<file path="src/rtl/uart_pkg.sv">
// Types and timing helpers shared by the UART receiver and the future transmitter.
package uart_pkg;

  typedef enum logic [2:0] {
    IDLE,
    START,
    DATA,
    STOP,
    BREAK
  } rx_state_t;

  // Clock cycles per bit, rounded to the nearest integer.
  function automatic int clks_per_bit(input int freq_mhz, input int bauds);
    return (freq_mhz * 1_000_000 + bauds / 2) / bauds;
  endfunction

endpackage

</file>
<file path="src/rtl/sync_fifo.sv">
// Small synchronous FIFO with first-word fall-through output; head reads 0 when empty.
module sync_fifo #(
  parameter int WIDTH = 8,
  parameter int DEPTH = 4
) (
  input  logic             clk,
  input  logic             reset_i,
  input  logic             push,
  input  logic [WIDTH-1:0] push_data,
  input  logic             pop,
  output logic [WIDTH-1:0] pop_data,
  output logic             full,
  output logic             empty
);

  localparam int AW = $clog2(DEPTH);
  localparam logic [AW:0] FULL_COUNT = (AW + 1)'(DEPTH);

  logic [WIDTH-1:0] mem [DEPTH];
  logic [AW-1:0]    wr_ptr_reg;
  logic [AW-1:0]    rd_ptr_reg;
  logic [AW:0]      count_reg;
  logic             do_push;
  logic             do_pop;

  assign empty    = (count_reg == '0);
  assign full     = (count_reg == FULL_COUNT);
  assign do_pop   = pop & ~empty;
  // A simultaneous pop frees the slot, so a full FIFO still accepts the push.
  assign do_push  = push & (~full | do_pop);
  assign pop_data = empty ? '0 : mem[rd_ptr_reg];

  always_ff @(posedge clk) begin
    if (reset_i) begin
      wr_ptr_reg <= '0;
      rd_ptr_reg <= '0;
      count_reg  <= '0;
    end else begin
      if (do_push) wr_ptr_reg <= wr_ptr_reg + 1'b1;
      if (do_pop)  rd_ptr_reg <= rd_ptr_reg + 1'b1;
      if (do_push && !do_pop)      count_reg <= count_reg + 1'b1;
      else if (!do_push && do_pop) count_reg <= count_reg - 1'b1;
    end
  end

  always_ff @(posedge clk) begin
    if (do_push) mem[wr_ptr_reg] <= push_data;
  end

endmodule

</file>
<file path="src/rtl/uart_rx.sv">
// 8N1 serial receiver: line synchroniser, bit-timing FSM and receive FIFO with status pulses.
module uart_rx
  import uart_pkg::*;
#(
  parameter int FREQ_MHZ   = 16,
  parameter int BAUDS      = 115200,
  parameter int FIFO_DEPTH = 4
) (
  input  logic       clk,
  input  logic       reset_i,
  input  logic       rx_i,
  output logic [7:0] data_o,
  output logic       valid_o,
  input  logic       ready_i,
  output logic       frame_error_o,
  output logic       overrun_o,
  output logic       busy_o
);

  localparam int CLKS_PER_BIT = clks_per_bit(FREQ_MHZ, BAUDS);
  localparam int HALF_BIT     = CLKS_PER_BIT / 2;
  localparam int CW           = $clog2(CLKS_PER_BIT);
  localparam logic [CW-1:0] BIT_LAST  = CW'(CLKS_PER_BIT - 1);
  localparam logic [CW-1:0] HALF_LAST = CW'(HALF_BIT - 1);

  logic      rx_meta_reg;
  logic      rx_s_reg;
  rx_state_t state_reg, state_next;
  logic [CW-1:0] cnt_reg, cnt_next;
  logic [2:0] bit_idx_reg, bit_idx_next;
  logic [7:0] shift_reg, shift_next;
  logic       push_byte;
  logic       frame_err;
  logic       fifo_full;
  logic       fifo_empty;

  always_ff @(posedge clk) begin
    if (reset_i) begin
      rx_meta_reg <= 1'b1;
      rx_s_reg    <= 1'b1;
      state_reg   <= IDLE;
      cnt_reg     <= '0;
      bit_idx_reg <= '0;
      shift_reg   <= '0;
    end else begin
      rx_meta_reg <= rx_i;
      rx_s_reg    <= rx_meta_reg;
      state_reg   <= state_next;
      cnt_reg     <= cnt_next;
      bit_idx_reg <= bit_idx_next;
      shift_reg   <= shift_next;
    end
  end

  always_comb begin
    state_next   = state_reg;
    cnt_next     = cnt_reg;
    bit_idx_next = bit_idx_reg;
    shift_next   = shift_reg;
    push_byte    = 1'b0;
    frame_err    = 1'b0;
    case (state_reg)
      IDLE: begin
        if (!rx_s_reg) begin
          state_next = START;
          cnt_next   = '0;
        end
      end
      START: begin
        // Mid-start-bit recheck rejects short low glitches silently.
        if (cnt_reg == HALF_LAST) begin
          cnt_next     = '0;
          bit_idx_next = '0;
          state_next   = rx_s_reg ? IDLE : DATA;
        end else begin
          cnt_next = cnt_reg + 1'b1;
        end
      end
      DATA: begin
        if (cnt_reg == BIT_LAST) begin
          cnt_next     = '0;
          shift_next   = {rx_s_reg, shift_reg[7:1]};
          bit_idx_next = bit_idx_reg + 1'b1;
          if (bit_idx_reg == 3'd7) state_next = STOP;
        end else begin
          cnt_next = cnt_reg + 1'b1;
        end
      end
      STOP: begin
        if (cnt_reg == BIT_LAST) begin
          cnt_next = '0;
          if (rx_s_reg) begin
            push_byte  = 1'b1;
            state_next = IDLE;
          end else begin
            frame_err  = 1'b1;
            state_next = BREAK;
          end
        end else begin
          cnt_next = cnt_reg + 1'b1;
        end
      end
      BREAK: begin
        if (rx_s_reg) state_next = IDLE;
      end
      default: state_next = IDLE;
    endcase
  end

  sync_fifo #(
    .WIDTH(8),
    .DEPTH(FIFO_DEPTH)
  ) u_fifo (
    .clk      (clk),
    .reset_i  (reset_i),
    .push     (push_byte),
    .push_data(shift_reg),
    .pop      (ready_i),
    .pop_data (data_o),
    .full     (fifo_full),
    .empty    (fifo_empty)
  );

  assign valid_o       = ~fifo_empty;
  assign frame_error_o = frame_err;
  // When full the FIFO is non-empty, so ready_i alone decides whether a slot frees up.
  assign overrun_o     = push_byte & fifo_full & ~ready_i;
  assign busy_o        = (state_reg != IDLE);

endmodule

</file>
<file path="config.mk">
export PLATFORM = sky130hd
export DESIGN_NAME = uart_rx
export DESIGN_NICKNAME = d
export VERILOG_FILES = /design/src/rtl/uart_pkg.sv /design/src/rtl/sync_fifo.sv /design/src/rtl/uart_rx.sv
export SDC_FILE = /design/constraint.sdc
export NUM_CORES = 1
export LEC_CHECK = 0
export CAP_MARGIN = 20
export CORE_ASPECT_RATIO = 1.75
export CORE_MARGIN = 2
export CORE_UTILIZATION = 60
export DETAILED_ROUTE_END_ITERATION = 16
export GPL_TIMING_DRIVEN = 0
export PLACE_DENSITY = 0.79
export SLEW_MARGIN = 20
export SYNTH_ARGS = -nofsm -noshare
export SYNTH_HDL_FRONTEND = slang
export SYNTH_SLANG_ARGS = --single-unit
</file>
<file path="constraint.sdc">
create_clock -name clk -period 7.2 [get_ports clk]
set_input_delay 1.44 -clock clk [delete_from_list [all_inputs] [get_ports clk]]
set_output_delay 1.44 -clock clk [all_outputs]
set_load 0.05 [all_outputs]
</file>
==> results.yml <==
run_status:
  outcome: "finished, final reports clean"
sta:
  setup_viol: 0
  period_share_pct: 71.2
  max_slew.worst_pin.slew_ns: 0.564
  timing.final.max_slew_violations: 0
  finalWorstSetupSlack_ns: 2.07
  fin_crit_ns: 5.13
  relSlewSlack_pct: 62.2
  fin_skew_ns: 0.00785
  hold_viol: 0
  rsz0062_at_grt: "false"
  fin_tns_setup_ns: 0
  fmax_ghz: 0.195
critical_path:
  worst_ep_arrival_time_ns: 3.69
  worst_setup_path_start_kind: "input pin"
  critPathCaptureType: "primary output"
  cpMostUsedCell: "clkdlybuf4s50_1"
  max_stage_delay_ns: 0.87
  path_class: "in2out"
  crit_chain: "clkdlybuf4s50_1, or4b_1, nor4_1, clkdlybuf4s50_1"
  cp_max_fo: 3
  crit_slowest_cell: "clkdlybuf4s50_1"
  required_ns: 5.76
clocking:
  cts_tree: "done"
  cts_hold_buf: 0
  cts-root-buf: "clkbuf_8"
  cts-buffers-inserted: 9
  clk_path_buf_depth: 2
  cts.sinks: 65
  cts_htree_levels: 3
  cts_setup_buffers: 0
  clk_pin_slew_ns: 0.07
  clock_latency_ns: 0.34
  cts_resized: 0
floorplanning:
  die_area_um2: 5570
  core_area_um2: 4890
  fp.dieH_um: 97.2
  boundaryPins: 16
  num_rows: 34
  initial_core_util_pct: 60.9
  die_x_um: 57.3
global_route:
  antenna_found_initial: 0
  grt_max_degree: 12
  globalRouteTotalUtil_pct: 20.3
  grt-ovfl-total: 0
  grt_pass1_vias: 1823
  grt_pass1_wl_um: 8340
synth:
  yosysSeqAreaShare_pct: 54.4
  ys_async_sr_fraction_pct: 0
  ys_types: 52
  synth_area_um2: 2980
  synth_area_leader_cell: "edfxtp_1"
  netlist_instances: 243
  ys.flop_type: "dfxtp_1"
  syn_avg_cell_area_um2: 12.3
  synth.most_common_cell: "dfxtp_1"
  ys.warnings.count: 0
  ys_ff_latch: 65
  ys_top_cells_by_count: "dfxtp_1, edfxtp_1, nor2_1"
  synthTopCellsByArea: "edfxtp_1, dfxtp_1, mux4_2"
  synth_top_area_share_pct: 32.2
  synth_nets: 258
  synth_edf_count: 32
pwr:
  powerDensity_nw_per_um2: 267
  p_leak_nw: 1.23
  peakVddDrop_uv: 247
  seq_power_share_pct: 44.4
  switchingPower_mw: 0.272
  clkPwrFrac_pct: 32.0
  p_int_mw: 0.631
  power_mw: 0.903
  p_sw_share_pct: 30.2
  p_comb_share_pct: 23.5
placement:
  io_buffers: 15
  place_area_um2: 3200
  pre_cts_ws_ns: 2.11
  hpwl_um: 3720
  gp_congestion: 0.839
finish:
  fin_nets: 284
  num_antenna_cells: 0
  drive_above_1_share_pct: 15.7
  largest_reg_flops: 32
  post-route-util_pct: 69.2
  final_area_um2: 3380
  num-fill-cells: 372
  syn_to_final_growth_pct: 13.6
detailed_routing:
  drc_errors: 0
  wl_met1_um: 1840
  num_vias: 1859
  highest_layer: "met4"
  drtAntennaViolNets: 0
  vias_per_cell: 5.67
  wl_um: 4980
  route.met3.wl_um: 111
  wl_met2_um: 2900
  avgRoutedWirePerCell_um: 15.2
  drt_iter0_markers: 34
  drtPass1Iterations: 4
worst_hold_path:
  min_path_type: "reg2reg"
run:
  maxCapViolations: 0
## final timing paths
kind / from / to / slack, ns / depth (start not counted)
worst max-delay path: ready_i / overrun_o / 2.07 / 4
worst min-delay path: rx_meta_reg$_SDFF_PP1_ / rx_s_reg$_SDFF_PP1_ / 0.42 / 1
worst max register to register: cnt_reg[0]$_SDFFE_PP0P_ / u_fifo.count_reg[2]$_SDFFE_PP0P_ / 4.38 / 11
worst min register to register: rx_meta_reg$_SDFF_PP1_ / rx_s_reg$_SDFF_PP1_ / 0.42 / 1
## layer usage
metal / GRT usage [%] / up-vias
met3: 4.39 / 10
li1: - / 938
met2: 37.9 / 22
met4: 11.4 / 0
met1: 19.4 / 889
met5: 0 / -
## power by group through the flow
| stage | combinational [mW] | clock (mW) | sequential, mW |
|---|---|---|---|
| final | 0.213 | 0.289 | 0.401 |
| after global routing | 0.227 | 0.309 | 0.403 |
| after CTS | 0.216 | 0.296 | 0.401 |
| after detailed placement | 0.215 | 0 | 0.409 |
| after global placement | 0.212 | 0 | 0.409 |
| after floorplan | 0.156 | 0 | 0.407 |
## logic make-up after synthesis
logic type,count (synthesis),share of synthesized area (%)
xor+xnor,4,1.18
buf+inv,18,3.65
compound gates,36,8.56
mux,17,9.07
simple gates,92,18.3
flops,65,54.4
fa+ha+maj,11,4.87
## final cells by class
| type | count | area [um^2] | share of cell area, % |
|---|---|---|---|
| repair buffers | 15 | 150 | 4.44 |
| inverters | 7 | 26.3 | 0.776 |
| clock inverters | 6 | 58.8 | 1.74 |
| clock buffers | 10 | 128 | 3.77 |
| multi-input cells | 160 | 1250 | 36.9 |
| well taps | 54 | 67.6 | 2.00 |
| flip-flops and latches | 65 | 1620 | 47.9 |
| plain buffers | 11 | 82.6 | 2.44 |
## per-stage QoR
stage                     hold WS (ns)  std cells
final                            0.416        328
after global routing             0.426        328
after CTS                        0.419        328
after detailed placement         0.402        312
after global placement           0.393        312
after floorplan                  0.389        243
## worst max-delay path, delay by kind of cell
family	cells	cell delay, ns
AND/OR/NAND/NOR	2	0.93
buffers and inverters	2	1.32
## placed cells by master (no fill, tap or decap), types with 2 or more instances in the layout
cell / synthesis / layout
dfxtp_1: 33 / 33
edfxtp_1: 32 / 32
nor2_1: 21 / 21
clkdlybuf4s50_1: 0 / 15
nand2_1: 14 / 14
a21oi_1: 12 / 12
and2_1: 11 / 11
nand3_1: 10 / 10
clkbuf_8: 1 / 10
ha_1: 10 / 10
mux2i_1: 9 / 9
mux4_2: 8 / 8
inv_1: 7 / 7
clkbuf_1: 4 / 5
and3_1: 5 / 5
o22ai_1: 5 / 5
nor3_1: 4 / 4
xor2_1: 4 / 4
buf_6: 3 / 3
or3_1: 3 / 3
nand2b_1: 3 / 3
a21o_1: 3 / 3
o21ai_0: 3 / 3
buf_4: 2 / 2
nand4_1: 2 / 2
o211ai_1: 2 / 2
nor3b_1: 2 / 2
o21ai_1: 2 / 2
a211oi_2: 2 / 2
o21a_1: 2 / 2
or2_2: 2 / 2
clkinvlp_4: 0 / 2
clkinv_2: 0 / 2
(Power assumes the default switching activity.)
